File: src/rtl/sat_counter.sv
// Up-counter that sticks at all-ones; clr wins over inc.
module sat_counter #(
    parameter int W = 8
) (
    input  logic         clk,
    input  logic         rst_n,
    input  logic         clr,
    input  logic         inc,
    output logic [W-1:0] value
);

    always_ff @(posedge clk or negedge rst_n) begin
        if (!rst_n) begin
            value <= '0;
        end else if (clr) begin
            value <= '0;
        end else if (inc && (value != {W{1'b1}})) begin
            value <= value + W'(1);
        end
    end

endmodule

File: config.mk
export PLATFORM = sky130hd
export DESIGN_NAME = sat_counter
export DESIGN_NICKNAME = d
export VERILOG_FILES = /design/src/rtl/sat_counter.sv
export SDC_FILE = /design/constraint.sdc
export NUM_CORES = 1
export LEC_CHECK = 0
export BUFFER_PORTS_ARGS = -buffer_cell sky130_fd_sc_hd__buf_2
export CORE_AREA = 2 2 39 41
export DETAILED_ROUTE_END_ITERATION = 12
export DIE_AREA = 0 0 41 43
export GPL_ROUTABILITY_DRIVEN = 1
export GPL_TIMING_DRIVEN = 0
export PLACE_DENSITY = 0.63
export SLEW_MARGIN = 10
export SYNTH_ARGS = -nofsm -noshare
export SYNTH_HDL_FRONTEND = slang
export SYNTH_SLANG_ARGS = --single-unit
export TNS_END_PERCENT = 10
File: constraint.sdc
create_clock -name clk -period 1.75 [get_ports clk]
set_input_delay 0.2625 -clock clk [delete_from_list [all_inputs] [get_ports clk]]
set_output_delay 0.2625 -clock clk [all_outputs]
set_load 0.01 [all_outputs]
==> results of run 1 <==
[cell families after synthesis]
group / synth area share [%]
compound gates: 12.7
buf+inv: 3.50
flops: 43.1
mux: 7.01
fa+ha+maj: 2.69
simple gates: 31.0
[synthesized netlist by cell type, drive strengths merged (2+ instances only)]
library cell  count
dfrtp             8
nor3              4
a21oi             3
and4              2
nand2b            3
mux2              2
nor2              2
nand3             3
inv               2
nand2             2
nor2b             3
[routing by layer]
layer | vias up | track usage [%] | part of all wire, %
met5 | - | 0 | 0
met4 | 0 | 6.00 | 1.1
met3 | 2 | 7.85 | 7.5
met2 | 16 | 17.8 | 43
met1 | 200 | 18.5 | 49
li1 | 209 | - | -
[timing repair]
action | CTS | global route
setup endpoints to repair | 0 | 1
endpoints found under the hold margin | 8 | 0
gates resized for setup | 0 | 1
hold buffers | 1 | 0
[layout make-up]
cell class	instances	area, um^2
Inverter	2	7.51
Fill cell	137	813
Clock buffer	3	22.5
Timing Repair Buffer	11	60.1
Sequential cell	8	200
Buffer	2	8.76
Multi-Input combinational cell	37	251
Tap cell	16	20.0
[report_power, final]
part | switching, mW | leakage, nW | internal [mW]
sequential | 0.00657 | 0.110 | 0.190
clock | 0.0647 | 0.0138 | 0.0786
combinational | 0.0200 | 0.136 | 0.0166
[worst max-delay path: cells and delay by family (launching register included)]
kind | cells | cell delay [ns]
flip-flops | 1 | 0.42
multiplexers | 1 | 0.34
adder cells (fa/ha/maj) | 1 | 0.30
AND/OR/NAND/NOR | 1 | 0.29
AO/OA/AOI/OAI | 1 | 0.18
[through the flow]
stage | power (mW) | std cells | cell area (um^2)
2_1_floorplan | 0.219 | 49 | 464
3_5_place_dp | 0.235 | 75 | 534
6_report | 0.376 | 79 | 571
5_1_grt | 0.399 | 79 | 571
3_3_place_gp | 0.234 | 75 | 534
4_1_cts | 0.384 | 79 | 567
[worst max path at each step]
stage / end / slack (ns) / cells after the start / start
4_1_cts: value[0] / 0.02 / 4 / value[0]
5_1_grt: value[3] / 0.03 / 4 / value[0]
3_5_place_dp: value[0] / 0.03 / 4 / value[0]
6_report: value[0] / 0.1 / 4 / value[0]
2_1_floorplan: value[0] / 0.12 / 4 / value[0]
3_3_place_gp: value[0] / 0.05 / 4 / value[0]
==> metrics.txt, run 1 <==
status finished clean; GRT overflow 0; CP Class register to register; GR Util All Layers 13.9%; worst vdd ir 0.376 mV; worst hold slack 0.374 ns; Slowest-stage cell, CP dfrtp_1; worst slew pin tran 0.369 ns; EDFF count, synth 0; crit-path max FO 7; largest net degree at the start of global routing 11; Clock Skew 0.00555 ns; clk sinks 8; layout cell share with drive strength beyond 1 30.2%; CTS Root Cell clkbuf_4; TritonCTS clock tree built; vias in the first global route 359; post-layout util 41.2%; commonest non-fill, non-tap cell in the layout buf_2; most frequent cells in the layout buf_2 (11), dfrtp_1 (8), nor3_1 (4); Post CTS Setup Buffer Count 0; Mapped Avg Cell Area 9.47 um^2; Synth Net Count 54; Routed Antenna Nets 0; slowest stage delay, CP 0.42 ns; RSZ-0062 raised after global routing false; final hold violations 0; f_max 604 MHz; total number of vias 427; DRT iter0 DRCs 11; Tmin final 1.65 ns; HP Class input pin to asynchronous set/reset pin; cell row count 14; crit path DAT 1.79 ns; Syn Inst Count 49; Initial Util 33.5%; Worst EP required 1.89 ns; GPL Wtd Cong 0.789; Syn Std Cell Area 464 um^2; final setup margin 0.0951 ns; Final period util 94.6%; Synth top area share 43.1%; Synth area leader dfrtp_1; top post-synthesis cells by area dfrtp_1 (43%), mux2_2 (4.9%), nor3_1 (4.3%); PortBufs 10; ant diodes 0; Die Area 1760 um^2; drc violations 0; unique cell type count in the Yosys netlist 28; H-tree depth 1; most flop-heavy register value; Die Span Y 43 um; P&R area growth vs syn 22.9%; Post-Route WL 967 um; P_leak 0.261 nW; Worst slew margin 74.8%; Worst setup SP type register; asr flop ratio synth 100%; initial antenna violation count 0; width of the die 41 um; Top FF cell, synth dfrtp_1; Reg2Reg Depth 4; Top Registers value: 8 flops; global-route wire length before repair 1.59 mm; core area 1380 um^2; Critical Path Sink Type register; routed length per instance 12.2 um; sequential area share after synthesis 43.1%; flip-flop count of the largest register after layout 8; crit path cell chain ha_1, and4_2, a21boi_2, mux2_2; drt pass-1 iters 4; Reg2Reg Setup Slack 0.1 ns; CTS max path bufs 2; clock transition at the registers of the reported paths 0.06 ns; Top-Level Pins 12; DP HPWL 669 um; Worst-Skew Late Latency 0.25 ns; FF-to-FF Start value[0]; Max-cap violations 0; DR vias/cell 5.41; Yosys reg bits 8; FF-to-FF End value[0]; Setup TNS 0 ns; Final Max Tran Viols 0; Nets 70; pwr dens 659 nW/um^2; TritonCTS buffer count 3; Synth Warn # 0; Setup Viol. Count Final 0; Placement Setup Slack 0.0322 ns
No activity file was read; power rests on OpenSTA's default activity.
==> run 2: changes to the inputs <==
--- a/config.mk
+++ b/config.mk
@@ -12,6 +12,7 @@
 export GPL_ROUTABILITY_DRIVEN = 1
 export GPL_TIMING_DRIVEN = 0
 export PLACE_DENSITY = 0.63
+export RECOVER_POWER = 50
 export SLEW_MARGIN = 10
 export SYNTH_ARGS = -nofsm -noshare
 export SYNTH_HDL_FRONTEND = slang
==> constraint.sdc (replaced) <==
create_clock -name clk -period 1.75 [get_ports clk]
set_input_delay 0.35 -clock clk [delete_from_list [all_inputs] [get_ports clk]]
set_output_delay 0.35 -clock clk [all_outputs]
set_load 0.01 [all_outputs]
==> metrics.txt, run 2 (synthesis gave the netlist of run 1 again) <==
status finished clean; layout cell share with drive strength beyond 1 22.2%; Tmin final 1.66 ns; DP HPWL 669 um; H-tree depth 1; width of the die 41 um; Clock Skew 0.00548 ns; routed length per instance 12.2 um; Worst EP required 1.89 ns; P&R area growth vs syn 21.6%; drc violations 0; crit path DAT 1.79 ns; crit path cell chain ha_1, and4_2, a21boi_2, mux2_2; core area 1380 um^2; DRT iter0 DRCs 11; GPL Wtd Cong 0.789; Hold Startpoint clr; Critical Path Sink Type register; post-layout util 40.8%; Worst slew margin 70.2%; HP Class input pin to register; Post CTS Setup Buffer Count 0; CP Class register to register; global-route wire length before repair 1.59 mm; Max-cap violations 0; most flop-heavy register value; Slowest-stage cell, CP dfrtp_1; GR Util All Layers 13.9%; Worst setup SP type register; Initial Util 33.5%; final instance area 564 um^2; crit-path max FO 7; Die Span Y 43 um; largest net degree at the start of global routing 11; RSZ-0062 raised after global routing false; Post-Route WL 967 um; CTS max path bufs 2; clock transition at the registers of the reported paths 0.05 ns; vias in the first global route 359; Top Registers value: 8 flops; DR vias/cell 5.39; most frequent cells in the layout dfrtp_1 (8), clkbuf_1 (6), buf_2 (6), nor3_1 (4); Final period util 94.7%; final hold violations 0; P_leak 0.240 nW; CTS Root Cell clkbuf_4; pwr dens 665 nW/um^2; Reg2Reg Setup Slack 0.09 ns; worst slew pin tran 0.447 ns; Die Area 1760 um^2; worst vdd ir 0.377 mV; FF-to-FF Start value[0]; GRT overflow 0; hold path depth 3; Final Max Tran Viols 0; Nets 70; ant diodes 0; Setup TNS 0 ns; FF-to-FF End value[0]; Min-Delay Endpoint value[3]; initial antenna violation count 0; Worst-Skew Late Latency 0.25 ns; placed inst area 534 um^2; PortBufs 10; Setup Viol. Count Final 0; TritonCTS buffer count 3; Top-Level Pins 12; Routed Antenna Nets 0; total number of vias 426; slowest stage delay, CP 0.43 ns; TritonCTS clock tree built; Reg2Reg Depth 4; commonest non-fill, non-tap cell in the layout dfrtp_1; flip-flop count of the largest register after layout 8; fin cells 79; clk sinks 8; cell row count 14; f_max 603 MHz; placed cells 75; drt pass-1 iters 4
==> run 2: cell type report <==
cell class	instances	area, um^2
timing repair buffer	11	53.8
clock buffer	3	22.5
multi-input combinational	37	251
tap	16	20.0
fill	135	820
sequential	8	200
buffer	2	8.76
inverter	2	7.51
==> run 2: metrics by stage <==
step,power (mW),hold WS [ns],setup slack [ns]
after floorplan,0.219,0.0544,0.116
after global placement,0.234,0.206,0.0462
after detailed placement,0.235,0.207,0.0322
after CTS,0.384,0.462,0.0233
after global routing,0.399,0.495,0.0312
final,0.375,0.470,0.0928
==> run 2: worst max path at each step <==
| stage | start | end | slack (ns) | cells past startpoint |
|---|---|---|---|---|
| after detailed placement | value[0] | value[0] | 0.03 | 4 |
| after CTS | value[0] | value[0] | 0.02 | 4 |
| after floorplan | value[0] | value[0] | 0.12 | 4 |
| after global routing | value[0] | value[3] | 0.03 | 4 |
| after global placement | value[0] | value[0] | 0.05 | 4 |
| final | value[0] | value[0] | 0.09 | 4 |
==> run 2: timing repair <==
| action | in CTS | in global routing |
|---|---|---|
| hold buffers | 1 | 0 |
| resized for setup | 0 | 1 |
| endpoints found under the setup margin | 0 | 1 |
| hold endpoints to repair | 8 | 0 |
==> run 2: where the power goes <==
group	internal, mW	switching [mW]	total (mW)
clock network	0.0786	0.0647	0.143
registers	0.190	0.00673	0.196
logic	0.0158	0.0200	0.0358
total	0.284	0.0915	0.375
==> run 2: routing by layer <==
metal	GRT usage, %	wire length, um	vias to the layer above
met4	6.00	11	0
met3	7.85	69	2
li1	-	-	209
met1	18.5	474	199
met2	17.8	411	16
met5	0	0	-
==> run 2: critical path: cells and delay by family, from the launching register on <==
kind | cells | cell delay, ns
simple gates | 1 | 0.29
mux | 1 | 0.34
flops | 1 | 0.43
fa+ha+maj | 1 | 0.30
compound gates | 1 | 0.18
==> run 3: changes to the inputs <==
--- a/config.mk
+++ b/config.mk
@@ -11,8 +11,8 @@
 export DIE_AREA = 0 0 41 43
 export GPL_ROUTABILITY_DRIVEN = 1
 export GPL_TIMING_DRIVEN = 0
-export PLACE_DENSITY = 0.63
 export RECOVER_POWER = 50
+export SETUP_SLACK_MARGIN = 0.2
 export SLEW_MARGIN = 10
 export SYNTH_ARGS = -nofsm -noshare
 export SYNTH_HDL_FRONTEND = slang
==> metrics.txt, run 3 (synthesis gave the netlist of run 1 again) <==
ant diodes 0; largest net degree at the start of global routing 11; vias in the first global route 386; CP Class register to register; drt pass-1 iters 4; final instance area 586 um^2; GPL Wtd Cong 0.769; Setup TNS 0 ns; global-route wire length before repair 1.66 mm; Post-Route WL 1.02 mm; worst vdd ir 0.299 mV; hold path depth 3; TritonCTS clock tree built; routed length per instance 12.6 um; P&R area growth vs syn 26.1%; GR Util All Layers 14.2%; Final Max Tran Viols 0; H-tree depth 1; CTS Root Cell clkbuf_4; final hold violations 0; TritonCTS buffer count 3; M1 wire length 486 um; Top Registers value: 8 flops; worst slew pin tran 0.476 ns; Reg2Reg Depth 4; post-layout util 42.3%; pwr dens 655 nW/um^2; drc violations 0; Die Area 1760 um^2; Worst-Skew Late Latency 0.25 ns; most frequent cells in the layout dfrtp_1 (8), buf_2 (7), clkbuf_1 (5), nor3_1 (4); P_leak 0.255 nW; Tmin final 1.54 ns; met3 routed WL 59 um; Max-cap violations 0; DRT iter0 DRCs 10; Power Total 0.384 mW; HP Class input pin to register; Nets 72; DR WL met2 460 um; clock transition at the registers of the reported paths 0.06 ns; Initial Util 33.5%; RSZ-0062 raised after global routing false; core area 1380 um^2; f_max 648 MHz; Worst setup SP type register; Top Metal Used met4; crit path DAT 1.69 ns; Top-Level Pins 12; commonest non-fill, non-tap cell in the layout dfrtp_1; clk sinks 8; initial antenna violation count 0; DP HPWL 684 um; total number of vias 434; Setup Viol. Count Final 0; most flop-heavy register value; layout cell share with drive strength beyond 1 27.7%; worst hold slack 0.466 ns; status finished clean; Clock Skew 0.00109 ns; Placement Setup Slack 0.176 ns; width of the die 41 um; Worst EP required 1.89 ns; PortBufs 10; DR vias/cell 5.36; flip-flop count of the largest register after layout 8; Routed Antenna Nets 0; final setup margin 0.206 ns; Worst slew margin 68.3%; Final period util 88.2%; cell row count 14; placed inst area 541 um^2; GRT overflow 0; Die Span Y 43 um; CTS max path bufs 2; crit-path max FO 7; fin cells 81; placed cells 75; Critical Path Sink Type register
run 3: cell types whose count changed in the layout (fill, tap and decap cells not counted):
cell / before / now
and4_2: 1 / 0
a21oi_1: 3 / 2
and4_4: 0 / 1
a21oi_2: 0 / 1
buf_4: 0 / 2
buf_2: 6 / 7
clkbuf_1: 6 / 5
run 3: where the power goes:
| group | internal [mW] | switching (mW) | total (mW) |
|---|---|---|---|
| Clock | 0.0787 | 0.0659 | 0.145 |
| Combinational | 0.0212 | 0.0251 | 0.0462 |
| Sequential | 0.190 | 0.00336 | 0.193 |
| Total | 0.289 | 0.0944 | 0.384 |
run 3: routing by layer:
| metal | GRT usage, % | vias to the layer above |
|---|---|---|
| li1 | - | 213 |
| met2 | 18.1 | 16 |
| met1 | 20.7 | 203 |
| met5 | 0 | - |
| met3 | 3.14 | 2 |
| met4 | 9.33 | 0 |
run 3: layout make-up:
| type | count | area [um^2] |
|---|---|---|
| flip-flops and latches | 8 | 200 |
| well taps | 16 | 20.0 |
| repair buffers | 13 | 70.1 |
| clock buffers | 3 | 22.5 |
| fillers | 145 | 798 |
| multi-input cells | 37 | 256 |
| plain buffers | 2 | 8.76 |
| inverters | 2 | 7.51 |
run 3: path summary, 6_finish.rpt:
check	startpoint	to	slack, ns
max	value[0]	value[0]	0.21
min	clr	value[3]	0.47
max reg2reg	value[0]	value[0]	0.21
min reg2reg	value[7]	value[7]	0.58
max in group asynchronous	rst_n	value[1]	0.87
min in group asynchronous	rst_n	value[4]	0.55
run 3: what timing repair did:
item                                    4_1_cts  5_1_grt
hold buffers                                  1        0
setup buffers                                 2        0
pin swaps                                     1        1
endpoints found under the setup margin        2        2
gates resized for setup                       0        2
hold endpoints to repair                      8        0
run 3: worst max-delay path, stage by stage (launching register included):
cell and delay, ns:
dfrtp_1 0.39, ha_1 0.29, and4_4 0.24, a21boi_2 0.17
mux2_2 0.34
